`src/rtl/bitty_pkg.sv`:
```
// rtl/bitty_pkg.sv - shared encodings and fetch state for the bitty fetch unit
package bitty_pkg;

    localparam logic [1:0] FMT_REG = 2'b00;
    localparam logic [1:0] FMT_IMM = 2'b01;
    localparam logic [1:0] FMT_BR  = 2'b10;

    localparam logic [1:0] BR_EQ   = 2'b00;
    localparam logic [1:0] BR_GT   = 2'b01;
    localparam logic [1:0] BR_LT   = 2'b10;
    localparam logic [1:0] BR_NONE = 2'b11;

    localparam logic [1:0] CMP_EQ  = 2'b00;
    localparam logic [1:0] CMP_GT  = 2'b01;
    localparam logic [1:0] CMP_LT  = 2'b10;

    typedef enum logic [2:0] {
        ST_IDLE,
        ST_FETCH,
        ST_ISSUE,
        ST_WAIT,
        ST_NEXT
    } fetch_state_t;

endpackage

```
`src/rtl/bitty_branch_resolve.sv`:
```
// rtl/bitty_branch_resolve.sv - next-pc selection for branch-format instructions
module bitty_branch_resolve
    import bitty_pkg::*;
#(
    parameter int ADDR_W = 8
) (
    input  logic [15:0]       i_inst,
    input  logic [1:0]        i_alu_cmp,
    input  logic [ADDR_W-1:0] i_pc,
    output logic [ADDR_W-1:0] o_next_pc
);

    logic [1:0]         w_cond;
    logic               w_taken;
    logic [ADDR_W+11:0] w_target_ext;
    logic               w_unused_hi;

    assign w_cond  = i_inst[3:2];
    // BR_NONE never matches, even if the compare result happens to equal 2'b11
    assign w_taken = (i_inst[1:0] == FMT_BR) && (w_cond != BR_NONE) && (w_cond == i_alu_cmp);

    assign w_target_ext = {{ADDR_W{1'b0}}, i_inst[15:4]};
    assign w_unused_hi  = ^w_target_ext[ADDR_W+11:ADDR_W];

    assign o_next_pc = w_taken ? w_target_ext[ADDR_W-1:0] : i_pc + ADDR_W'(1);

endmodule

```
`src/rtl/bitty_fetch_unit.sv`:
```
// rtl/bitty_fetch_unit.sv - program counter, instruction fetch and issue sequencing
module bitty_fetch_unit
    import bitty_pkg::*;
#(
    parameter int                ADDR_W   = 8,
    parameter logic [ADDR_W-1:0] RESET_PC = '0
) (
    input  logic              clk,
    input  logic              reset,
    input  logic              start,
    input  logic              stop,
    output logic              mem_rd,
    output logic [ADDR_W-1:0] mem_addr,
    input  logic [15:0]       mem_rdata,
    input  logic              mem_valid,
    output logic [15:0]       d_inst,
    output logic              run,
    input  logic              done,
    input  logic [1:0]        alu_cmp,
    output logic [ADDR_W-1:0] pc,
    output logic              busy,
    output logic [15:0]       instr_count
);

    fetch_state_t      r_state;
    fetch_state_t      w_state_nxt;
    logic [ADDR_W-1:0] r_pc;
    logic [15:0]       r_d_inst;
    logic [15:0]       r_instr_count;
    logic              r_stop;
    logic              w_stop_nxt;
    logic [ADDR_W-1:0] w_next_pc;

    bitty_branch_resolve #(.ADDR_W(ADDR_W)) u_branch (
        .i_inst    (r_d_inst),
        .i_alu_cmp (alu_cmp),
        .i_pc      (r_pc),
        .o_next_pc (w_next_pc)
    );

    always_ff @(posedge clk or posedge reset) begin
        if (reset) r_state <= ST_IDLE;
        else       r_state <= w_state_nxt;
    end

    always_comb begin
        w_state_nxt = r_state;
        case (r_state)
            ST_IDLE:  if (start) w_state_nxt = ST_FETCH;
            ST_FETCH: if (mem_valid) w_state_nxt = ST_ISSUE;
            ST_ISSUE: w_state_nxt = ST_WAIT;
            ST_WAIT:  if (done) w_state_nxt = ST_NEXT;
            ST_NEXT:  w_state_nxt = (r_stop || stop) ? ST_IDLE : ST_FETCH;
            default:  w_state_nxt = ST_IDLE;
        endcase
        // Stop request is remembered until the unit drops back to IDLE
        w_stop_nxt = (w_state_nxt == ST_IDLE) ? 1'b0 : (r_stop | stop);
    end

    always_ff @(posedge clk or posedge reset) begin
        if (reset) begin
            r_pc          <= RESET_PC;
            r_d_inst      <= '0;
            r_instr_count <= '0;
            r_stop        <= 1'b0;
        end else begin
            r_stop <= w_stop_nxt;
            if (r_state == ST_FETCH && mem_valid) r_d_inst <= mem_rdata;
            if (r_state == ST_NEXT) begin
                r_pc          <= w_next_pc;
                r_instr_count <= r_instr_count + 16'd1;
            end
        end
    end

    assign mem_rd      = (r_state == ST_FETCH);
    assign mem_addr    = r_pc;
    assign run         = (r_state == ST_ISSUE);
    assign busy        = (r_state != ST_IDLE);
    assign pc          = r_pc;
    assign d_inst      = r_d_inst;
    assign instr_count = r_instr_count;

endmodule
```
`config.mk`:
```
export PLATFORM = sky130hd
export DESIGN_NAME = bitty_fetch_unit
export DESIGN_NICKNAME = d
export VERILOG_FILES = /design/src/rtl/bitty_pkg.sv /design/src/rtl/bitty_branch_resolve.sv /design/src/rtl/bitty_fetch_unit.sv
export SDC_FILE = /design/constraint.sdc
export NUM_CORES = 1
export LEC_CHECK = 0
export CORE_ASPECT_RATIO = 0.9
export CORE_UTILIZATION = 40
export DETAILED_ROUTE_END_ITERATION = 12
export PLACE_DENSITY_LB_ADDON = 0.05
export REMOVE_ABC_BUFFERS = 1
export SLEW_MARGIN = 30
export SYNTH_ARGS = -nofsm -noshare
export SYNTH_HDL_FRONTEND = slang
export SYNTH_SLANG_ARGS = --single-unit
```
`constraint.sdc`:
```
create_clock -name clk -period 2.1 [get_ports clk]
set_clock_uncertainty 0.15 [all_clocks]
set_input_delay 0.42 -clock clk [delete_from_list [all_inputs] [get_ports clk]]
set_output_delay 0.42 -clock clk [all_outputs]
set_load 0.02 [all_outputs]
```
* Word level (Yosys, flattened, before mapping)
Index checks and enable logic that the tools add are counted.
** Word-level totals
- Logic and storage cells :: 29
- Output and inout bits :: 51
- Bits of input ports :: 24
- Register bits :: 44
** Operators by class
- Equal/unequal tests :: 7
- Reductions and logical operators :: 7
- Add/sub/neg operators :: 2
- Bitwise operators :: 1
- Muxes and demuxes :: 7
** Operator list (number)
- $add 16x1->16 const B :: 1
- $pmux 3 s5 :: 1
- $mux 3 :: 3
- $add 8x1->8 const B :: 1
- $mux 8 :: 1
- $eq 3x2->1 const B :: 2
- $logic_not 3->1 :: 2
- $eq 3x1->1 const B :: 1
- $eq 3x3->1 const B :: 1
- $logic_and 1x1->1 :: 3
- $reduce_bool 3->1 :: 1
- $eq 2x2->1 :: 1
- $eq 2x2->1 const B :: 1
- $mux 1 :: 2
- $ne 2x2->1 const B :: 1
- $logic_or 1x1->1 :: 1
- $or 1x1->1 :: 1

* Longest topological paths before layout
- Word-level depth :: 5
- Depth in mapped cells :: 6
- Gate-level depth less buffers :: 5

* Cells and area by module
A second synthesis with hierarchy kept.
** Unflattened totals
- Cells, all modules :: 169
- Area, all modules :: 2117.0 µm²
** Modules (own cells, without submodules)
- bitty_fetch_unit :: cells each 140, sequential area each 1101.1 µm², times used 1, area each 1873.0 µm²
- bitty_branch_resolve :: cells each 29, sequential area each 0.0 µm², times used 1, area each 244.0 µm²

* Worst setup path after synthesis
No wires, ideal clock.
- Path kind :: register -> register
- Start point :: register r_d_inst[3] (netlist: d_inst[3])
- End point :: register r_pc[2] (netlist: mem_addr[2])
- Data required time :: 1.826 ns
- Path buffers :: 1
- Clock period less this slack :: 1.777 ns
- Arrival :: 1.503 ns
- Path slack :: 0.323 ns
- Setup time :: 0.124 ns
- Stages on the path, launching flop included :: 6
- Cells stage by stage :: dfrtp_1 -> and4bb_4 -> a32oi_4 -> buf_6 -> mux2i_1 -> a2bb2oi_2
** On the way
- Word-level cells in the longest chain between the ends :: 4
- Elaborated cells between the ends (all ways) :: 5
- Those cells by class :: eq/ne: 2; mux: 1; reduce/logical: 2
** RTL lines
- from (decl) :: RTL line bitty_fetch_unit.sv:28 : logic [15:0] r_d_inst;
- from (signal assigned) :: RTL line bitty_fetch_unit.sv:68 : if (r_state == ST_FETCH && mem_valid) r_d_inst <= mem_rdata;
- $ne 2x2->1 :: RTL line bitty_branch_resolve.sv:20 : assign w_taken = (i_inst[1:0] == FMT_BR) && (w_cond != BR_NONE) && (w_cond == i_alu_cmp);
- $logic_and 1x1->1 :: RTL line bitty_branch_resolve.sv:20
- $logic_and 1x1->1 (*) :: RTL line bitty_branch_resolve.sv:20
- $mux 8 (*) :: RTL line bitty_branch_resolve.sv:25 : assign o_next_pc = w_taken ? w_target_ext[ADDR_W-1:0] : i_pc + ADDR_W'(1);
- to (signal assigned) :: RTL line bitty_fetch_unit.sv:70 : r_pc <= w_next_pc;
- to (decl) :: RTL line bitty_fetch_unit.sv:27 : logic [ADDR_W-1:0] r_pc;
Every way passes the cells marked *; elsewhere a longest branch is shown, timed or not.
A chain may end at the register's enable or synchronous reset.

* Final worst setup path
- Start point :: register r_state[1]
- End point :: output busy
** On the way
- Word-level cells in the longest chain between the ends :: 1
** RTL lines
- from (decl) :: RTL line bitty_fetch_unit.sv:25 : fetch_state_t r_state;
- from (signal assigned) :: RTL line bitty_fetch_unit.sv:43 : else r_state <= w_state_nxt;
- $reduce_bool 3->1 :: RTL line bitty_fetch_unit.sv:79 : assign busy = (r_state != ST_IDLE);
- to (decl) :: RTL line bitty_fetch_unit.sv:21 : output logic busy,
No other way between the ends.

==> summary.md <==
| Metric | Value |
|---|---|
| CP top delay family | flip-flops |
| Lkg Pwr | 1.294 nW |
| Grt ovf | 0 |
| Die area | 0.005623 mm2 |
| Post-Syn Area | 0.002131 mm2 |
| DRC Markers | 0 |
| Postcts setup bufs | 0 |
| Max-cap violations | 0 |
| Die Span X | 78.94 um |
| R2r startpoint | r_state[2]$_DFF_PP0_ |
| Worst skew pair latency | 0.29 ns |
| Most frequent cells in the layout | clkdlybuf4s50_1, dfrtp_1, nand2_1 |
| Core ar. | approximately 0.005 mm2 |
| Mux share of post-synthesis cell area | 0.1069 |
| RSZ-0062 raised after global routing | no |
| Post-synth EDFFs | 0 |
| NumNets Final | between 200 and 300 |
| Xor and xnor fraction of the mapped netlist area | 0.06577 |
| DP HPWL | 3210 um |
| Least-Margin Pin Slew | 0.3310 ns |
| Complex-gate fraction of the synthesized area | 0.07868 |
| Largest family of logic cells by synthesized area | simple AND/OR/NAND/NOR gates |
| Largest net degree at the start of global routing | 45 |
| Distinct cells, synth | 35 |
| FF-to-FF setup slack | around 0.36 ns |
| First-pass GRT wire length | 7362 um |
| Die height | 71.24 um |
| Post-Synth Adder-Cell Area | 0.01174 |
| RR Endpoint | instr_count[14]$_DFFE_PP0N_ |
| CP Data Required Time | 1.53 ns |
| Worst R2R Path Depth | 5 |
| Number of I/O port buffers | 74 |
| Worst-path cell chain | or3_1 > dlygate4sd2_1 |
| Vias in the first global route | around 1600 |
| Starting Density | 0.4275 |
| Simple-gate share of the synthesized area | 0.1638 |
| Ys Warns | 0 |
| Resize count post-CTS | 3 |
| Routed len/inst | roughly 13 um |
| Min Tclk post-route | 2.019 ns |
| Total iterations of the first detailed-routing run | 4 |
| Critical path class | flip-flop to output port |
| Cts bufs inserted | 5 |
| FILL cells | 465 |
| Area grow syn2layout | 42.22% |
| Max VDD drop | just under 0.8 mV |
| Antenna cells | 0 |
| Routability cong. | between 0.7 and 0.8 |
| Worst path slowest cell | dfrtp_1 |
| Worst Path Max Fanout | 5 |
| Critical path buffers and inverters | 1 |
| Share of layout cells above drive strength 1 | 0.1351 |
| Hold Path Class | primary input to asynchronous set/reset pin |
| Async S/R FF share, synth | 1.000 |
| Via count | roughly 1600 |
| Hold Vio Cnt, Final | 0 |
| Gate Count Post-Synth | 183 |
| Clock sink count | 44 |
| Post-Route WL | approximately 4300 um |
| Slew Viols, Final | 0 |
| Synthesized area per cell | 11.64 um2 |
| Minimum hold slack | 0.3170 ns |
| Row count | 24 |
| Via density per instance | about 4.9 |
| Deepest clock path buffer count | 2 |
| Top-level I/O count | 75 |
| Max frequency | 495.3 MHz |
| Most common cell after layout, fill and taps aside | clkdlybuf4s50_1 |
| Multi-input logic area | 909.6 um2 |
| Synth Register Bits | 44 |
| CTS Root Cell | clkbuf_8 |
| Final core utilization | 0.6079 |
| H-tree levels | 2 |
| Routed Antenna Nets | 0 |
| Gr usage total | 0.1687 |
| Worst slew margin relative to its limit | 0.7788 |
| Initial antenna violation count | 0 |
| P per Cell Area | 1311 mW/mm2 |
| CTS tree | yes |
| Hold_buf cts | 0 |
| Outcome | finished, final reports clean |
| Setup crit end kind | output port |
| Fin crit share | 0.9615 |
| Worst EP arrival | 1.45 ns |
| Crit-path max cell delay | 0.42 ns |
| Sequential-to-total area share from yosys stat | 0.5167 |
| CP startpoint kind | flip-flop |
| Seq. cell area | 0.001101 mm2 |
| Detailed Route Iter0 Violations | 35 |
| Top_reg_cell synth | dfrtp_1 |
| Clk pin slew, worst setup/hold paths | 0.08 ns |
| # setup viols final | 0 |
## Yosys cell counts, types with 2 or more instances
library cell / n / area (um2)
xnor2_1: 14 / 122.6
nand4_1: 4 / 25.02
o21ai_0: 2 / 10.01
a2bb2oi_1: 4 / 35.03
nand3b_1: 2 / 15.01
and4_1: 5 / 43.79
mux2i_1: 7 / 70.07
nor2_1: 6 / 22.52
buf_2: 3 / 15.01
nand2b_1: 2 / 12.51
buf_4: 10 / 75.07
mux2_2: 13 / 146.4
ha_1: 2 / 25.02
and3_1: 3 / 18.77
and2_1: 3 / 18.77
a21oi_1: 8 / 40.04
inv_1: 5 / 18.77
nand3_1: 10 / 50.05
nand2_1: 20 / 75.07
dfrtp_1: 44 / 1101
xor2_1: 2 / 17.52
## routing by layer
metal	GRT usage	wire length (um)	vias up
li1	-	-	785
met4	0.05455	44	0
met3	0.03694	219	5
met5	0	0	-
met2	0.2676	2010	42
met1	0.2318	2071	764
## registers in the layout (all words and copies together), names as in the netlist
name	count
d_inst	16
instr_count	16
mem_addr	8
r_state	3
r_stop	1
## cell families (layout without fill, tap and decap cells)
family,after synthesis,in the layout
and+or+nand+nor,60,60
DFF,44,44
AOI/OAI and AO/OA,21,21
muxes,21,21
buffers and inverters,19,95
xor gates and xnor gates,16,16
adders and majority gates,2,2
## power breakdown
group | switching [mW] | internal [mW]
clock network | 0.261 | 0.226
registers | 0.303 | 1.13
logic | 0.970 | 1.08
total | 1.53 | 2.44
## layout make-up
| class | count | area share |
|---|---|---|
| multi-input combinational | 120 | 0.3002 |
| clock inverter | 1 | 0.001652 |
| tap | 65 | 0.02684 |
| sequential | 44 | 0.3633 |
| inverter | 5 | 0.006193 |
| timing repair buffer | 83 | 0.2779 |
| clock buffer | 6 | 0.02395 |
## how the worst max path moves through the flow
stage / startpoint / to / cells past startpoint
2_1_floorplan: r_state[2]$_DFF_PP0_ / instr_count[14]$_DFFE_PP0N_ / 4
3_3_place_gp: alu_cmp[1] / mem_addr[2]$_DFFE_PP0N_ / 6
3_5_place_dp: alu_cmp[1] / mem_addr[2]$_DFFE_PP0N_ / 6
4_1_cts: r_state[1]$_DFF_PP0_ / busy / 2
5_1_grt: mem_addr[2]$_DFFE_PP0N_ / mem_addr[2] / 1
6_report: r_state[1]$_DFF_PP0_ / busy / 2
## worst reg2reg max path, cell delays in order (launching register included)
cell     delay [ns]
dfrtp_1        0.43
buf_4          0.17
nor3b_4        0.20
and4_1         0.38
nand4_1        0.15
xnor2_1        0.15
## stage by stage
| stage | power, mW | cell area, um2 | instances | TNS (ns) | setup WS, ns |
|---|---|---|---|---|---|
| CTS | 4.032 | 3030 | 324 | 0 | 0.07005 |
| global route | 4.230 | 3030 | 324 | 0 | 0.02349 |
| detailed placement | 3.547 | 2957 | 317 | -0.1457 | -0.05582 |
| finish | 3.973 | 3030 | 324 | 0 | 0.08083 |
| floorplan | 2.527 | 2029 | 169 | 0 | 0.2548 |
| global placement | 3.517 | 2957 | 317 | -0.008284 | -0.008284 |
(Power assumes the default switching activity.)
